--- src/rtl/shift_add_multiplier.sv ---
// Iterative unsigned shift-add multiplier: one conditional add-and-shift per clock
// through a WIDTH-bit ripple-carry adder, with a single-cycle done pulse and a held product.
module shift_add_multiplier #(
  parameter int WIDTH = 8
) (
  input  logic               clk,
  input  logic               rst,
  input  logic               start,
  input  logic [WIDTH-1:0]   a_in,
  input  logic [WIDTH-1:0]   b_in,
  output logic               busy,
  output logic               done,
  output logic [2*WIDTH-1:0] product
);

  localparam int CW = $clog2(WIDTH) + 1;
  localparam logic [CW-1:0] LAST = CW'(WIDTH - 1);

  typedef enum logic [1:0] {
    IDLE = 2'd0,
    RUN  = 2'd1,
    DONE = 2'd2
  } state_e;

  state_e             state_q, state_d;
  logic [WIDTH-1:0]   m_q, m_d;
  logic [WIDTH-1:0]   p_q, p_d;
  logic [WIDTH-1:0]   q_q, q_d;
  logic [CW-1:0]      count_q, count_d;
  logic               busy_q, busy_d;
  logic               done_q, done_d;
  logic [2*WIDTH-1:0] product_q, product_d;

  // Ripple-carry adder {C,S} = P + M built from full-adder cells, carry-in tied low.
  logic [WIDTH:0]   carry;
  logic [WIDTH-1:0] sum;

  assign carry[0] = 1'b0;

  for (genvar i = 0; i < WIDTH; i++) begin : g_fa
    assign sum[i]     = p_q[i] ^ m_q[i] ^ carry[i];
    assign carry[i+1] = (p_q[i] & m_q[i]) | (carry[i] & (p_q[i] ^ m_q[i]));
  end

  // NOTE: every _d gets its hold value first so no path through this block infers a latch.
  always_comb begin
    state_d   = state_q;
    m_d       = m_q;
    p_d       = p_q;
    q_d       = q_q;
    count_d   = count_q;
    product_d = product_q;

    case (state_q)
      IDLE: begin
        if (start) begin
          m_d     = a_in;
          q_d     = b_in;
          p_d     = '0;
          count_d = '0;
          state_d = RUN;
        end
      end

      RUN: begin
        // The adder carry shifts into P's MSB, so no product bit is ever dropped.
        if (q_q[0]) begin
          {p_d, q_d} = {carry[WIDTH], sum, q_q[WIDTH-1:1]};
        end else begin
          {p_d, q_d} = {1'b0, p_q, q_q[WIDTH-1:1]};
        end
        count_d = count_q + 1'b1;
        if (count_q == LAST) begin
          state_d   = DONE;
          product_d = {p_d, q_d};
        end
      end

      DONE: begin
        state_d = IDLE;
      end

      default: begin
        state_d = IDLE;
      end
    endcase

    busy_d = (state_d != IDLE);
    done_d = (state_d == DONE);
  end

  // NOTE: sequential state uses non-blocking assignments so all flops update together on the edge.
  always_ff @(posedge clk) begin
    if (rst) begin
      state_q   <= IDLE;
      m_q       <= '0;
      p_q       <= '0;
      q_q       <= '0;
      count_q   <= '0;
      busy_q    <= 1'b0;
      done_q    <= 1'b0;
      product_q <= '0;
    end else begin
      state_q   <= state_d;
      m_q       <= m_d;
      p_q       <= p_d;
      q_q       <= q_d;
      count_q   <= count_d;
      busy_q    <= busy_d;
      done_q    <= done_d;
      product_q <= product_d;
    end
  end

  assign busy    = busy_q;
  assign done    = done_q;
  assign product = product_q;

endmodule

--- config.mk ---
export PLATFORM = sky130hd
export DESIGN_NAME = shift_add_multiplier
export DESIGN_NICKNAME = d
export VERILOG_FILES = /design/src/rtl/shift_add_multiplier.sv
export SDC_FILE = /design/constraint.sdc
export NUM_CORES = 1
export LEC_CHECK = 0
export BUFFER_PORTS_ARGS = -buffer_cell sky130_fd_sc_hd__buf_2
export CAP_MARGIN = 20
export CORE_AREA = 2 2 64 66
export CTS_BUF_LIST = sky130_fd_sc_hd__clkbuf_8
export DETAILED_ROUTE_END_ITERATION = 12
export DIE_AREA = 0 0 66 68
export PLACE_DENSITY_LB_ADDON = 0.05
export SLEW_MARGIN = 0
export SYNTH_ARGS = -nofsm -noshare
export SYNTH_HDL_FRONTEND = slang
export SYNTH_SLANG_ARGS = --single-unit
--- constraint.sdc ---
create_clock -name clk -period 4.5 [get_ports clk]
set_input_delay 0.225 -clock clk [delete_from_list [all_inputs] [get_ports clk]]
set_output_delay 0.225 -clock clk [all_outputs]
set_load 0.1 [all_outputs]
Yosys cells after proc, flatten, opt, wreduce, memory -nomap -nowiden --
Cells that the tools add are included.
Storage, ports and cells: bits in registers 48, logic and storage cells 67
Cells by class: equality and inequality tests 4, mux-type cells 11, bitwise operators 37, add/sub/neg operators 1, reductions and logical operators 6
Operators with widths (count):
- two-way mux 8 bit | 4
- case mux 8 bit (2 select lines) | 2
- bitwise AND 1 bit | 15
- bitwise XOR 1 bit | 15
- case mux 4 bit (2 select lines) | 1
- OR 1 bit | 7
- AND reduction 2 bit | 3
- adder 4 x 1 -> 4 bit, second input constant | 1
- == test 4 x 3 -> 1 bit, second input constant | 1
- two-way mux 2 bit | 2
- two-way mux 4 bit | 1
- case mux 2 bit (2 select lines) | 1
- nonzero test 2 bit | 2
- == test 2 x 1 -> 1 bit, second input constant | 1
- == test 2 bit, second input constant | 1
- zero test 2 bit | 1
- != test 2 bit, second input constant | 1

Longest topological paths before layout --
word-level depth 17, gate-level depth with buffers 13, mapped depth without buffers 13

Least setup slack after synthesis --
Ideal clock, no wire load.
path type register to register, start register p_q[0], end register product_q[14] (netlist: product[14]), clock period less this slack 3.814 ns, stages on the path, launching flop included 13, setup slack 0.686 ns, arrival 3.696 ns, buffers on the path 0, cells stage by stage dfxtp_1 ha_1 inv_1 fa_1 fa_1 fa_1 fa_1 fa_1 fa_1 inv_1 fa_1 mux2_2 a32o_1
Between the ends: cells in the longest elaborated chain, start to end 15
Ends and longest elaborated chain:
- start, declared | RTL line 27 | logic [WIDTH-1:0] p_q, p_d;
- start signal, assigned | RTL line 106 | p_q <= p_d;
- bitwise AND 1 bit (2 in a row) | RTL line 42 | assign carry[i+1] = (p_q[i] & m_q[i]) | (carry[i] & (p_q[i] ^ m_q[i]));
- OR 1 bit | RTL line 42
- bitwise AND 1 bit | RTL line 42
- OR 1 bit | RTL line 42
- bitwise AND 1 bit | RTL line 42
- OR 1 bit | RTL line 42
- bitwise AND 1 bit | RTL line 42
- OR 1 bit | RTL line 42
- bitwise AND 1 bit | RTL line 42
- OR 1 bit | RTL line 42
- bitwise AND 1 bit | RTL line 42
- OR 1 bit | RTL line 42
- bitwise XOR 1 bit | RTL line 41 | assign sum[i] = p_q[i] ^ m_q[i] ^ carry[i];
- two-way mux 8 bit | RTL line 67 | if (q_q[0]) begin
- end signal, assigned | RTL line 111 | product_q <= product_d;
- end, declared | RTL line 32 | logic [2*WIDTH-1:0] product_q, product_d;
Every way passes these cells. A chain may end at the register's enable or synchronous reset.

Final worst setup path --
Ends and elaborated chain as after synthesis.

==> impl_metrics.py <==
metrics = {
    "worst_setup_path": {
        "startpoint_type": "flop",
        "crit_chain": "ha_1 > inv_1 > fa_1 > fa_1 > fa_1 > fa_1 > fa_1 > fa_1 > inv_1 > fa_1 > mux2_2 > a32o_1",
        "path_max_fanout": 3,
        "cpMaxStageDelayCell": "sky130_fd_sc_hd__fa_1",
        "worst-path-buf-inv": 2,
        "cp_top_family": "adder cells",
        "worstSetupPathType": "reg2reg",
        "worst-r2r-cell-count": 12,
        "path_depth": 12,
        "cp.required_ns": 4.70,
        "worst_ep_arrival_time_ns": 4.17,
        "critical_path.endpoint_type": "flop",
        "crit_top_cell": "sky130_fd_sc_hd__fa_1",
        "critPathMaxStageDelay_ns": 0.40,
    },
    "yosys": {
        "mappedNetlistNets": 252,
        "synth.ff_latch_count": 48,
        "synthesis.yosys.warnings": 0,
        "synth_seq_area_share_pct": 45.4,
        "netlist_area_um2": 2120,
        "syn_avg_cell_area_um2": 9.45,
        "synth.distinct_cells": 38,
        "synthesis.instances": 224,
    },
    "layout": {
        "multi_input_comb_area_um2": 997,
        "insertedDiodeCount": 0,
        "final_cells": 302,
        "final_design_area_no_fill_um2": 2390,
        "post_route_cells_drive_above_1_share_pct": 20.6,
        "finalCoreUtilization_pct": 62.0,
        "nNetsFinal": 279,
        "flow.area_growth_from_synthesis_pct": 12.9,
        "seq_area_um2": 961,
        "fillers": 351,
    },
    "timing": {
        "rsz0062_at_grt": "no",
        "worst_slew_pin_slew_ns": 0.921,
        "final_min_period_over_clock_period_pct": 88.2,
        "timing.fmax_ghz": 0.252,
        "post_route_clock_skew_ns": 0.00572,
        "finalCriticalPeriod_ns": 3.97,
        "finalHoldWorstSlack_ns": 0.154,
        "aggregate_negative_setup_slack_ns": 0,
        "timing_hold_violations_final": 0,
        "final-max-slew-violation-count": 0,
        "slew_headroom_pct": 38.3,
        "timing.final.setup_violations": 0,
    },
    "power": {
        "clock_power_share_pct": 38.8,
        "comb_power_share_pct": 8.8,
        "internal_power_mw": 0.665,
        "max-vdd-ir-drop_uv": 213,
        "switching_share_pct": 23.6,
        "seq_power_share_pct": 52.3,
        "switching_power_mw": 0.206,
        "powerDensity_nw_per_um2": 364,
        "power.leakage_nw": 0.953,
    },
    "routing": {
        "drtAntennaViolNets": 0,
        "detailroute.via_count": 1655,
        "drt_iter0_drc": 83,
        "totalWireLength_um": 4290,
        "drt_pass1_iterations": 4,
        "routed_via_density": 5.48,
        "wl_per_cell_um": 14.2,
        "drt_drc_violations_left": 0,
    },
    "clock_network": {
        "clock-sinks": 48,
        "cts_root_buf": "sky130_fd_sc_hd__clkbuf_8",
        "worst_setup_hold_path_clk_slew_ns": 0.09,
        "clock_latency_ns": 0.30,
        "tritoncts_clock_tree": "yes",
        "htreeDepth": 2,
        "number_of_hold_buffers_added_after_cts": 0,
        "cts_inserted_buffers": 5,
        "cts.repair_timing.setup_buffer_count": 0,
        "clockBufferDepth": 2,
        "post_cts_resize_count": 0,
    },
    "worst_hold_path": {
        "timing.hold.worst.class": "in2reg",
        "min_path_cells": 3,
    },
    "floorplanning": {
        "start_util_pct": 54.9,
        "floorplan.core_area_um2": 3860,
        "die_h_um": 68,
        "fp.dieW_um": 66,
        "die-area_um2": 4490,
        "placementRows": 23,
        "boundaryPins": 37,
    },
    "placed_design": {
        "dp_hpwl_um": 2940,
        "dp.cells": 294,
        "port_buffers": 36,
        "place.gp.congestion": 0.807,
        "placed_cell_area_um2": 2260,
    },
    "outcome": {
        "run_status": "finished, final reports clean",
    },
    "global_routing": {
        "grt_pass1_vias": 1466,
        "wire_length_of_the_first_global_routing_pass_um": 6990,
        "grt.total_usage_pct": 21.2,
        "antenna_violations_before_repair": 0,
        "grt.overflow.total": 0,
        "grt_start_max_net_pins": 37,
    },
    "flow_run": {
        "cap_violations": 0,
    },
}
## tightest hold or removal path, delay by kind of cell
kind | cells | cell delay [ns]
AND/OR/NAND/NOR | 1 | 0.07
multiplexers | 1 | 0.05
buffers and inverters | 1 | 0.07
## per-stage QoR
step / setup slack (ns) / total power, mW
after floorplan: 0.686 / 0.524
after detailed placement: 0.516 / 0.542
after global routing: 0.332 / 0.908
final: 0.529 / 0.870
after CTS: 0.515 / 0.878
after global placement: 0.600 / 0.541
## sequential cells by signal (all words and copies together), names as in the netlist
name / count
count_q: 4
p_q: 8
state_q: 2
done: 1
product: 16
q_q: 8
m_q: 8
busy: 1
## power by group through the flow
| stage | Clock, mW | Combinational [mW] | Sequential, mW |
|---|---|---|---|
| 6_report | 0.338 | 0.0770 | 0.455 |
| 5_1_grt | 0.363 | 0.0875 | 0.458 |
| 4_1_cts | 0.345 | 0.0777 | 0.455 |
| 3_5_place_dp | 0 | 0.0772 | 0.465 |
| 3_3_place_gp | 0 | 0.0764 | 0.465 |
| 2_1_floorplan | 0 | 0.0627 | 0.461 |
## area by class of cell
cell class / instances / share of cell area, %
clock buffers: 7 / 4.03
clock inverters: 1 / 1.26
inverters: 17 / 2.67
multi-input cells: 143 / 41.7
flip-flops and latches: 48 / 40.2
well taps: 50 / 2.62
repair buffers: 36 / 7.54
## metal layers
layer,up-vias,GRT usage (%),part of all wire [%]
li1,833,-,-
met1,780,26.7,44
met2,37,35.5,50
met3,5,5.43,4.3
met4,0,7.65,1.4
met5,-,0,0
## cell usage in the layout (no fill, tap or decap), types with 2 or more instances in the layout
cell                        instances
sky130_fd_sc_hd__nor2b_1            2
sky130_fd_sc_hd__nand3_1            7
sky130_fd_sc_hd__nor3_1             3
sky130_fd_sc_hd__fa_1               7
sky130_fd_sc_hd__o2bb2ai_1          7
sky130_fd_sc_hd__clkbuf_8           7
sky130_fd_sc_hd__nand2b_1           2
sky130_fd_sc_hd__nor2_1            17
sky130_fd_sc_hd__a22oi_1            2
sky130_fd_sc_hd__inv_1             17
sky130_fd_sc_hd__a21oi_1           24
sky130_fd_sc_hd__o211ai_1           6
sky130_fd_sc_hd__nand2_1           14
sky130_fd_sc_hd__dfxtp_1           48
sky130_fd_sc_hd__a32o_1             2
sky130_fd_sc_hd__buf_2             36
sky130_fd_sc_hd__ha_1               2
sky130_fd_sc_hd__o22ai_1            5
sky130_fd_sc_hd__mux2_2             2
sky130_fd_sc_hd__o21ai_0           17
sky130_fd_sc_hd__mux2i_1            9
## cell usage after synthesis
cell / number / area (um2)
sky130_fd_sc_hd__ha_1: 2 / 25.0
sky130_fd_sc_hd__a22oi_1: 2 / 15.0
sky130_fd_sc_hd__o21bai_2: 1 / 11.3
sky130_fd_sc_hd__nor3b_2: 1 / 12.5
sky130_fd_sc_hd__nand2_1: 14 / 52.6
sky130_fd_sc_hd__nand3_1: 7 / 35.0
sky130_fd_sc_hd__mux2_4: 1 / 15.0
sky130_fd_sc_hd__o211ai_1: 6 / 45.0
sky130_fd_sc_hd__inv_1: 17 / 63.8
sky130_fd_sc_hd__nor2_1: 17 / 63.8
sky130_fd_sc_hd__buf_2: 4 / 20.0
sky130_fd_sc_hd__mux2i_1: 9 / 90.1
sky130_fd_sc_hd__o21ba_2: 1 / 10.0
sky130_fd_sc_hd__o21ai_0: 17 / 85.1
sky130_fd_sc_hd__nor3b_1: 1 / 7.51
sky130_fd_sc_hd__buf_6: 2 / 22.5
sky130_fd_sc_hd__clkbuf_1: 6 / 22.5
sky130_fd_sc_hd__dfxtp_1: 48 / 961
sky130_fd_sc_hd__buf_4: 4 / 30.0
sky130_fd_sc_hd__nand2b_1: 2 / 12.5
sky130_fd_sc_hd__mux2_2: 2 / 22.5
sky130_fd_sc_hd__nor2b_1: 2 / 12.5
sky130_fd_sc_hd__and2b_1: 1 / 7.51
sky130_fd_sc_hd__a21oi_4: 1 / 16.3
sky130_fd_sc_hd__a32oi_1: 1 / 8.76
sky130_fd_sc_hd__o2bb2ai_1: 7 / 61.3
sky130_fd_sc_hd__nand4_2: 1 / 12.5
sky130_fd_sc_hd__nand3b_1: 1 / 7.51
sky130_fd_sc_hd__a32o_1: 2 / 20.0
sky130_fd_sc_hd__a21oi_1: 24 / 120
sky130_fd_sc_hd__nand4_1: 1 / 6.26
sky130_fd_sc_hd__a211oi_1: 1 / 7.51
sky130_fd_sc_hd__fa_1: 7 / 140
sky130_fd_sc_hd__o2111ai_1: 1 / 8.76
sky130_fd_sc_hd__o211a_1: 1 / 10.0
sky130_fd_sc_hd__o22ai_1: 5 / 31.3
sky130_fd_sc_hd__nor3_1: 3 / 15.0
sky130_fd_sc_hd__and3b_1: 1 / 8.76
## final timing paths
kind | start | end | slack [ns]
min reg2reg | product[9]$_SDFFE_PP0P_ | product[9]$_SDFFE_PP0P_ | 0.46
min | a_in[5] | m_q[5]$_SDFFE_PP0P_ | 0.15
max | p_q[0]$_SDFFE_PP0P_ | product[14]$_SDFFE_PP0P_ | 0.53
max reg2reg | p_q[0]$_SDFFE_PP0P_ | product[14]$_SDFFE_PP0P_ | 0.53
## logic make-up after synthesis
family | share of synthesized area, %
AND/OR/NAND/NOR | 12.0
adder cells (fa/ha/maj) | 7.80
multiplexers | 6.03
flip-flops | 45.4
buffers and inverters | 7.51
AO/OA/AOI/OAI | 21.3
No activity file was read; power rests on OpenSTA's default activity.
